--- src/rtl/pcb_unlock_pkg.sv ---
// Shared definitions for the unlock sequencer: secret table, length and FSM encoding.
package pcb_unlock_pkg;

  localparam int unsigned SEQ_LEN = 19;

  typedef enum logic [1:0] {
    ST_IDLE     = 2'd0,
    ST_ENTRY    = 2'd1,
    ST_UNLOCKED = 2'd2,
    ST_LOCKOUT  = 2'd3
  } state_e;

  // Expected character at each sequence position; out-of-range never matches a real key path.
  function automatic logic [7:0] seq_char(input logic [4:0] idx);
    logic [7:0] c;
    case (idx)
      5'd0:    c = 8'd83;
      5'd1:    c = 8'd52;
      5'd2:    c = 8'd116;
      5'd3:    c = 8'd95;
      5'd4:    c = 8'd115;
      5'd5:    c = 8'd48;
      5'd6:    c = 8'd49;
      5'd7:    c = 8'd118;
      5'd8:    c = 8'd101;
      5'd9:    c = 8'd82;
      5'd10:   c = 8'd95;
      5'd11:   c = 8'd105;
      5'd12:   c = 8'd53;
      5'd13:   c = 8'd95;
      5'd14:   c = 8'd71;
      5'd15:   c = 8'd114;
      5'd16:   c = 8'd57;
      5'd17:   c = 8'd97;
      5'd18:   c = 8'd55;
      default: c = 8'd0;
    endcase
    return c;
  endfunction

endpackage

--- src/rtl/pcb_unlock_timer.sv ---
// Loadable down-counter shared by lockout and entry timeout; stops at zero.
module pcb_unlock_timer #(
  parameter int unsigned WIDTH = 16
) (
  input  logic             clk,
  input  logic             rst_n,
  input  logic             load,
  input  logic [WIDTH-1:0] load_val,
  input  logic             en,
  output logic             zero
);

  logic [WIDTH-1:0] cnt_r;

  // Load takes priority over counting; counter saturates at zero.
  always_ff @(posedge clk or negedge rst_n) begin
    if (!rst_n) begin
      cnt_r <= {WIDTH{1'b0}};
    end else if (load) begin
      cnt_r <= load_val;
    end else if (en && (cnt_r != {WIDTH{1'b0}})) begin
      cnt_r <= cnt_r - {{(WIDTH-1){1'b0}}, 1'b1};
    end else begin
      cnt_r <= cnt_r;
    end
  end

  assign zero = (cnt_r == {WIDTH{1'b0}});

endmodule

--- src/rtl/pcb_unlock_seq.sv ---
// Unlock sequencer: matches keys against the secret table, locks out after repeated failures.
// Optional entry timeout is compiled in when PCB_UNLOCK_TIMEOUT_EN is defined.
module pcb_unlock_seq
  import pcb_unlock_pkg::*;
#(
  parameter int unsigned MAX_FAILS      = 3,
  parameter int unsigned LOCKOUT_CYCLES = 16,
  parameter int unsigned TIMEOUT_CYCLES = 64
) (
  input  logic       clk,
  input  logic       rst_n,
  input  logic [7:0] key,
  input  logic       key_valid,
  output logic       key_ready,
  input  logic       relock,
  output logic       unlocked,
  output logic       locked_out,
  output logic [4:0] progress,
  output logic [3:0] fail_cnt,
  output logic       error
);

`ifdef PCB_UNLOCK_TIMEOUT_EN
  localparam logic TIMEOUT_EN_C = 1'b1;
`else
  localparam logic TIMEOUT_EN_C = 1'b0;
`endif

  // Counters are loaded with N-1 so the zero flag ends the wait after exactly N cycles.
  localparam logic [3:0]  MAX_FAILS_C    = 4'(MAX_FAILS);
  localparam logic [15:0] LOCK_LOAD_C    = 16'(LOCKOUT_CYCLES - 1);
  localparam logic [15:0] TIMEOUT_LOAD_C = 16'(TIMEOUT_CYCLES - 1);
  localparam logic [4:0]  SEQ_LAST_C     = 5'(SEQ_LEN - 1);

  state_e      state_r, state_s;
  logic [4:0]  progress_r, progress_s;
  logic [3:0]  fail_cnt_r, fail_cnt_s;
  logic        error_r, error_s;
  logic        unlocked_r, unlocked_s;
  logic        locked_out_r, locked_out_s;
  logic        key_ready_r, key_ready_s;

  logic        take_s, match_s, miss_s, last_s, timeout_s, fail_s, lock_s;
  logic [3:0]  fail_inc_s;
  logic        tmr_load_s, tmr_en_s, tmr_zero_s;
  logic [15:0] tmr_load_val_s;

  // Relock in ENTRY drops a simultaneous key entirely.
  assign take_s     = key_valid && key_ready_r && !(relock && (state_r == ST_ENTRY));
  assign match_s    = take_s && (key == seq_char(progress_r));
  assign miss_s     = take_s && !match_s;
  assign last_s     = match_s && (progress_r == SEQ_LAST_C);
  assign timeout_s  = TIMEOUT_EN_C && (state_r == ST_ENTRY) && !relock && !take_s && tmr_zero_s;
  assign fail_s     = miss_s || timeout_s;
  assign fail_inc_s = fail_cnt_r + 4'd1;
  assign lock_s     = fail_s && (fail_inc_s == MAX_FAILS_C);

  pcb_unlock_timer #(.WIDTH(16)) u_timer (
    .clk      (clk),
    .rst_n    (rst_n),
    .load     (tmr_load_s),
    .load_val (tmr_load_val_s),
    .en       (tmr_en_s),
    .zero     (tmr_zero_s)
  );

  // State register and registered outputs.
  always_ff @(posedge clk or negedge rst_n) begin
    if (!rst_n) begin
      state_r      <= ST_IDLE;
      progress_r   <= 5'd0;
      fail_cnt_r   <= 4'd0;
      error_r      <= 1'b0;
      unlocked_r   <= 1'b0;
      locked_out_r <= 1'b0;
      key_ready_r  <= 1'b1;
    end else begin
      state_r      <= state_s;
      progress_r   <= progress_s;
      fail_cnt_r   <= fail_cnt_s;
      error_r      <= error_s;
      unlocked_r   <= unlocked_s;
      locked_out_r <= locked_out_s;
      key_ready_r  <= key_ready_s;
    end
  end

  // Next-state logic and timer control.
  always_comb begin
    state_s        = state_r;
    tmr_load_s     = 1'b0;
    tmr_load_val_s = TIMEOUT_LOAD_C;
    tmr_en_s       = 1'b0;
    case (state_r)
      ST_IDLE, ST_ENTRY: begin
        if ((state_r == ST_ENTRY) && relock) begin
          state_s = ST_IDLE;
        end else if (lock_s) begin
          state_s        = ST_LOCKOUT;
          tmr_load_s     = 1'b1;
          tmr_load_val_s = LOCK_LOAD_C;
        end else if (fail_s) begin
          state_s = ST_IDLE;
        end else if (last_s) begin
          state_s = ST_UNLOCKED;
        end else if (match_s) begin
          state_s    = ST_ENTRY;
          tmr_load_s = TIMEOUT_EN_C;
        end else begin
          state_s  = state_r;
          tmr_en_s = TIMEOUT_EN_C && (state_r == ST_ENTRY);
        end
      end
      ST_UNLOCKED: begin
        if (relock) begin
          state_s = ST_IDLE;
        end else begin
          state_s = ST_UNLOCKED;
        end
      end
      ST_LOCKOUT: begin
        if (tmr_zero_s) begin
          state_s = ST_IDLE;
        end else begin
          state_s  = ST_LOCKOUT;
          tmr_en_s = 1'b1;
        end
      end
      default: begin
        state_s = ST_IDLE;
      end
    endcase
  end

  // Next values of the registered outputs.
  always_comb begin
    progress_s = progress_r;
    fail_cnt_s = fail_cnt_r;
    error_s    = 1'b0;
    case (state_r)
      ST_IDLE, ST_ENTRY: begin
        if ((state_r == ST_ENTRY) && relock) begin
          progress_s = 5'd0;
        end else if (fail_s) begin
          progress_s = 5'd0;
          error_s    = 1'b1;
          fail_cnt_s = lock_s ? MAX_FAILS_C : fail_inc_s;
        end else if (match_s) begin
          progress_s = progress_r + 5'd1;
          fail_cnt_s = last_s ? 4'd0 : fail_cnt_r;
        end else begin
          progress_s = progress_r;
        end
      end
      ST_UNLOCKED: begin
        if (relock) begin
          progress_s = 5'd0;
          fail_cnt_s = 4'd0;
        end else begin
          progress_s = progress_r;
        end
      end
      ST_LOCKOUT: begin
        if (tmr_zero_s) begin
          fail_cnt_s = 4'd0;
        end else begin
          fail_cnt_s = fail_cnt_r;
        end
      end
      default: begin
        progress_s = 5'd0;
        fail_cnt_s = 4'd0;
      end
    endcase
    unlocked_s   = (state_s == ST_UNLOCKED);
    locked_out_s = (state_s == ST_LOCKOUT);
    key_ready_s  = (state_s == ST_IDLE) || (state_s == ST_ENTRY);
  end

  assign key_ready  = key_ready_r;
  assign unlocked   = unlocked_r;
  assign locked_out = locked_out_r;
  assign progress   = progress_r;
  assign fail_cnt   = fail_cnt_r;
  assign error      = error_r;

endmodule

--- config.mk ---
export PLATFORM = sky130hd
export DESIGN_NAME = pcb_unlock_seq
export DESIGN_NICKNAME = d
export VERILOG_FILES = /design/src/rtl/pcb_unlock_pkg.sv /design/src/rtl/pcb_unlock_timer.sv /design/src/rtl/pcb_unlock_seq.sv
export SDC_FILE = /design/constraint.sdc
export NUM_CORES = 1
export LEC_CHECK = 0
export ABC_AREA = 0
export BUFFER_PORTS_ARGS = -buffer_cell sky130_fd_sc_hd__buf_2
export CORE_UTILIZATION = 63
export CTS_CLUSTER_DIAMETER = 120
export DETAILED_ROUTE_END_ITERATION = 8
export PLACE_DENSITY = 0.95
export SYNTH_ARGS = -nofsm -noshare
export SYNTH_HDL_FRONTEND = slang
export SYNTH_SLANG_ARGS = --single-unit
--- constraint.sdc ---
create_clock -name clk -period 5.4 [get_ports clk]
set_input_delay 1.08 -clock clk [delete_from_list [all_inputs] [get_ports clk]]
set_output_delay 1.08 -clock clk [all_outputs]
set_load 0.005 [all_outputs]
==> results.md, run 1 <==
- Status: complete, no violations
- Final setup fails: 0
- Yosys reg bits: 31
- Initial antenna violation count: 0
- Final min period: about 3.5 ns
- CTS resizes: 0
- P_leak: approximately 1.1 nW
- Top cell type's share of synthesized area: 34.8%
- Final Hold Vio Count: 0
- Final WL: 4260 um
- Synthesis warning total: 0
- Drt pass-1 iters: 4
- Worst setup startpoint: progress[0]$_DFFE_PN0P_
- Chip height: 60.5 um
- N_diodes: 0
- CTS tree: yes
- Most frequent cell after synthesis: dfrtp_1
- Required @ worst endpoint: 5.62 ns
- Post-synth EDFFs: 0
- All-Layer GR Usage: approximately a quarter
- Sequential fraction of the synthesis area: 36.0%
- Mapped Avg Cell Area: 8.99 um^2
- DRT iter0 DRCs: 69
- HP Class: flip-flop to flip-flop
- Routed via count: 1822
- Hold_buf cts: 0
- Clk sink count: 31
- TritonCTS buffer count: 5
- Critical path peak fanout: 16
- Hold Crit Start: u_timer.cnt_r[15]$_DFFE_PN0P_
- Peak VDD IR: 336 uV
- Synthesized instance count: between 200 and 250
- Largest net degree at the start of global routing: 32
- RSZ-0062 raised after global routing: no
- Power, Total: 0.00116 W
- Power Dens Cells: 491 nW/um^2
- Via-to-Cell Ratio: 5.92
- Number of global-route vias before repair: 1567
- Synthesized cell area: 2160 um^2
- Total negative slack: 0 ns
- Setup bufs post-CTS: 0
- Largest area contributor in the netlist: dfrtp_1
- Max_cap viols: 0
- Rel. slew slack: 32.7%
- Root Buffer: clkbuf_4
- CTS max path bufs: 2
- Die area: 3660 um^2
- Startpoint Class: flip-flop
- Worst-Skew Late Latency: 0.33 ns
- Cell Rows: 20
- Area of the core: 3150 um^2
- Area Growth Syn to Fin: 9.16%
- Fraction of registers with async set or reset after synthesis: 100%
- Wire length per cell: 13.8 um
- Grt total ovfl: 0
- Max frequency: 284 MHz
- Syn Nets: 263
- Crit. End Element: flip-flop
- Least-Margin Pin Slew: 0.997 ns
- Clk_skew: 0.00752 ns
- DRC viols: 0
- Worst hold slack: 0.568 ns
- Largest cells by area after synthesis: dfrtp_1 35%, ha_1 6.4%, nor2_1 4.4%
- Global placer's final weighted congestion: 0.870
- Reg clk slew, reported paths: ~0.10 ns
- Crit share post-route: 65.3%
- Reg2Reg Launch Point: progress[0]$_DFFE_PN0P_
- H-tree level count: 2
- Port-buffer cells: 24
- Crit Path Class: flip-flop to flip-flop
- Max-slew violation count: 0
- Final nets: 286
- Initial Util: 68.4%
- Die W: 60.5 um
- Post-synth top cells: 30 x dfrtp_1, 25 x nor2_1, 20 x nand2_1
- Critical path arrival: 3.75 ns
- First-pass GRT wire length: between 6000 and 7000 um
- Netlist cell types: 55
- Num ports: 25
- Hpwl dp: between 3000 and 4000 um
- Routed Antenna Nets: 0
- Top FF cell, synth: dfrtp_1
- Layout cells sized above 1: between 10% and 20%
==> layout by cell type (no fill, tap or decap), types with 7 or more instances in the layout <==
cell type,count
ha_1,11
nor2_1,25
inv_1,10
o21ai_0,11
xnor2_1,9
dfrtp_1,30
nand2_1,20
a21oi_1,8
nor3_1,13
buf_2,24
xor2_1,9
nor2b_1,7
==> routing by layer <==
metal	vias to the layer above	GRT usage, %	share of wire, %
li1	914	-	-
met1	849	32.9	46
met2	50	40.7	47
met3	9	5.76	5.4
met4	0	9.09	1.2
met5	-	0	0
==> final timing paths <==
kind | depth (start not counted) | slack (ns) | endpoint
worst min register to register | 2 | 0.57 | u_timer.cnt_r[15]$_DFFE_PN0P_
worst min-delay path | 2 | 0.57 | u_timer.cnt_r[15]$_DFFE_PN0P_
max in group asynchronous | 1 | 4.20 | progress[1]$_DFFE_PN0P_
min in group asynchronous | 1 | 0.77 | u_timer.cnt_r[3]$_DFFE_PN0P_
worst max-delay path | 9 | 1.87 | u_timer.cnt_r[3]$_DFFE_PN0P_
worst max register to register | 9 | 1.87 | u_timer.cnt_r[3]$_DFFE_PN0P_
==> registers in the layout, indices dropped and copies added (netlist names) <==
signal	flops
progress	5
fail_cnt	4
locked_out	1
error	1
key_ready	1
u_timer.cnt_r	16
state_r	2
unlocked	1
==> kinds of logic after synthesis <==
family,Yosys count,share of synthesized area (%)
fa+ha+maj,11,6.38
simple gates,113,28.0
flops,31,36.0
xor+xnor,18,7.31
mux,5,2.96
buf+inv,18,4.70
compound gates,44,14.7
==> layout make-up <==
cell class,instances,area (um^2)
multi-input combinational,191,1280
fill,222,798
sequential,31,777
timing repair buffer,24,120
tap,44,55.1
clock buffer,6,51.3
inverter,10,37.5
clock inverter,2,35.0
==> worst max-delay path: stages (launching register included) <==
cell and delay [ns]:
dfrtp_1 0.53, inv_1 0.14, ha_1 0.39, nor2b_1 0.16, a2111oi_0 0.61, o21ai_0 0.20
a2111oi_2 0.45, and3_1 0.41, nor3_2 0.21, a311o_1 0.32
==> report_power, final <==
group / total, W / internal (W) / switching [W]
registers: 0.000437 / 0.000322 / 0.000115
logic: 0.000533 / 0.000240 / 0.000293
clock network: 0.000187 / 0.000109 / 0.0000773
==> stage by stage <==
step	worst slack, ns	area [um^2]	utilization (%)	std cells
2_1_floorplan	2.59	2160	-	240
3_3_place_gp	2.17	2270	71.9	300
3_5_place_dp	1.93	2270	71.9	300
4_1_cts	1.92	2350	74.7	308
5_1_grt	1.67	2350	74.7	308
6_report	1.87	2350	74.7	308
Note: power is estimated with default switching activity, not from simulation.
==> inputs of run 2 (changes only) <==
--- a/config.mk
+++ b/config.mk
@@ -7,10 +7,10 @@
 export LEC_CHECK = 0
 export ABC_AREA = 0
 export BUFFER_PORTS_ARGS = -buffer_cell sky130_fd_sc_hd__buf_2
-export CORE_UTILIZATION = 63
+export CORE_UTILIZATION = 58
 export CTS_CLUSTER_DIAMETER = 120
 export DETAILED_ROUTE_END_ITERATION = 8
-export PLACE_DENSITY = 0.95
+export PLACE_DENSITY = 0.9
 export SYNTH_ARGS = -nofsm -noshare
 export SYNTH_HDL_FRONTEND = slang
 export SYNTH_SLANG_ARGS = --single-unit
==> constraint.sdc (replaced) <==
create_clock -name clk -period 3.6 [get_ports clk]
set_input_delay 0.72 -clock clk [delete_from_list [all_inputs] [get_ports clk]]
set_output_delay 0.72 -clock clk [all_outputs]
set_load 0.005 [all_outputs]
==> run 2 against run 1 <==
Net effect:
- via count rose by 0.77%
- clock power up 70%
- non-clock buffer count rose by 5
- worst hold slack lost 0.095 ns
==> results.md, run 2 (synthesis results as in run 1) <==
- Required @ worst endpoint: 3.77 ns (-1.85 ns)
- Routed Antenna Nets: 0 (unchanged)
- Fill cell count: 267 (+20%)
- Final Hold Vio Count: 0 (unchanged)
- Top layer in use: met4
- Cell count along the critical path: 10 (+1)
- Met3 wire length: 251 um (+9.1%)
- Die W: 63.0 um (+4.1%)
- Area of the core: 3440 um^2 (+9.2%)
- All-Layer GR Usage: 24.9% (-0.17 points)
- RSZ-0062 raised after global routing: no
- Crit path buf inv count: 2 (+1)
- Crit share post-route: 92.2% (+27 points)
- Routed via count: 1836 (+0.77%)
- Status: complete, no violations
- Total negative slack: 0 ns (unchanged)
- Initial antenna violation count: 0 (unchanged)
- Cell Rows: 21 (+5.0%)
- Port-buffer cells: 24 (unchanged)
- Worst reg2reg path depth: 10 (+1)
- Global placer's final weighted congestion: 0.858 (-1.3%)
- P_leak: 1.08 nW (+2.8%)
- Critical path arrival: 3.48 ns (-0.27 ns)
- Final nets: 291 (+1.7%)
- H-tree level count: 2 (unchanged)
- Final WL: 4420 um (+3.5%)
- Wire length per cell: 14.1 um (+1.6%)
- Max-slew violation count: 0 (unchanged)
- Max frequency: 301 MHz (+6.2%)
- Least-Margin Pin Slew: 0.668 ns (-0.329 ns)
- Final Worst Setup Slack: 0.281 ns (-1.59 ns)
- Critical path peak fanout: 16 (unchanged)
- HP Class: input port to asynchronous set/reset pin
- Clk sink count: 31 (unchanged)
- R2r setup slk: 0.28 ns (-1.59 ns)
- CTS resizes: 0 (unchanged)
- CTS tree: yes
- Final setup fails: 0 (unchanged)
- Most frequent cells in the layout: 30 x dfrtp_1, 25 x nor2_1, 24 x buf_2
- Top delay family on crit path: compound AO/OA/AOI/OAI gates
- Initial Util: 62.7% (-5.7 points)
- N_diodes: 0 (unchanged)
- CP max-delay cell: a2111oi_0
- Worst-Skew Late Latency: 0.28 ns (-0.05 ns)
- Commonest non-fill, non-tap cell in the layout: dfrtp_1
- Worst path cell trace: inv_1 > ha_1 > nor2b_1 > a2111oi_0 > o21ai_0 > a2111oi_2 > and3_1 > nor3_2 > buf_4 > a311o_1
- Hold_buf cts: 0 (unchanged)
- Cell Count, Final, Fillers Out: 314 (+1.9%)
- Grt total ovfl: 0 (unchanged)
- CTS max path bufs: 2 (unchanged)
- DRC viols: 0 (unchanged)
- Largest net degree at the start of global routing: 32 (unchanged)
- Chip height: 63.0 um (+4.1%)
- Reg clk slew, reported paths: 0.06 ns (-0.04 ns)
- Root Buffer: clkbuf_8
- Drt pass-1 iters: 4 (unchanged)
- Num ports: 25 (unchanged)
- Clk_skew: 0.00579 ns (-0.00173 ns)
- Number of global-route vias before repair: 1742 (+11%)
- First-pass GRT wire length: 7770 um (+13%)
- Via-to-Cell Ratio: 5.85 (-1.2%)
- Pre-CTS setup slack: 0.336 ns (-1.60 ns)
- Max reg flops: 16 (unchanged)
- Die area: 3970 um^2 (+8.3%)
- Placed Cells: 307 (+2.3%)
- Crit Path Class: flip-flop to flip-flop
- TritonCTS buffer count: 5 (unchanged)
- Max_cap viols: 0 (unchanged)
- Crit. End Element: flip-flop
- CP peak stage delay: 0.52 ns (-0.09 ns)
- Rel. slew slack: 55.5% (+23 points)
- Peak VDD IR: 499 uV (+49%)
- Final min period: 3.32 ns (-0.207 ns)
- Routed met2 length: 2030 um (+1.0%)
- Startpoint Class: flip-flop
- Layout cells sized above 1: 16.0% (+0.89 points)
- Setup bufs post-CTS: 0 (unchanged)
- Power Dens Cells: 741 nW/um^2 (+51%)
- Largest register by flop count: u_timer.cnt_r
- DRT iter0 DRCs: 133 (+93%)
- Area Growth Syn to Fin: 11.8%
- Hpwl dp: 3150 um (+1.8%)
- M1 WL: 2060 um (+4.5%)
## run 2: worst paths after layout
path | startpoint | to
min reg2reg | u_timer.cnt_r[15]$_DFFE_PN0P_ | u_timer.cnt_r[15]$_DFFE_PN0P_
max in group asynchronous | rst_n | progress[1]$_DFFE_PN0P_
min | rst_n | u_timer.cnt_r[9]$_DFFE_PN0P_
min in group clk | u_timer.cnt_r[15]$_DFFE_PN0P_ | u_timer.cnt_r[15]$_DFFE_PN0P_
max reg2reg | progress[1]$_DFFE_PN0P_ | u_timer.cnt_r[3]$_DFFE_PN0P_
max | progress[1]$_DFFE_PN0P_ | u_timer.cnt_r[3]$_DFFE_PN0P_
## run 2: layout make-up
type | count | area (um^2) | share of cell area [%]
clock buffers | 6 | 72.6 | 3.01
clock inverters | 1 | 30.0 | 1.25
inverters | 10 | 37.5 | 1.56
multi-input cells | 191 | 1280 | 53.0
flip-flops and latches | 31 | 777 | 32.2
well taps | 46 | 57.6 | 2.39
repair buffers | 29 | 158 | 6.54
## run 2: through the flow
step / util [%] / power [W] / instance area, um^2 / hold WS [ns]
after floorplan: - / 0.00124 / 2160 / 0.424
after global placement: 67.1 / 0.00142 / 2310 / 0.520
after detailed placement: 67.1 / 0.00146 / 2310 / 0.538
after CTS: 70.0 / 0.00179 / 2410 / 0.489
after global routing: 70.0 / 0.00194 / 2410 / 0.529
final: 70.0 / 0.00179 / 2410 / 0.474
## run 2: layer usage
metal	GRT usage [%]	up-vias
li1	-	921
met1	34.2	850
met2	38.6	57
met3	4.93	8
met4	9.30	0
met5	0	-
## run 2: power breakdown
group	switching (W)	leakage, nW	internal, W	total (W)
clock	0.000115	0.0513	0.000202	0.000318
sequential	0.000155	0.396	0.000485	0.000640
combinational	0.000455	0.635	0.000373	0.000828
total	0.000725	1.08	0.00106	0.00179
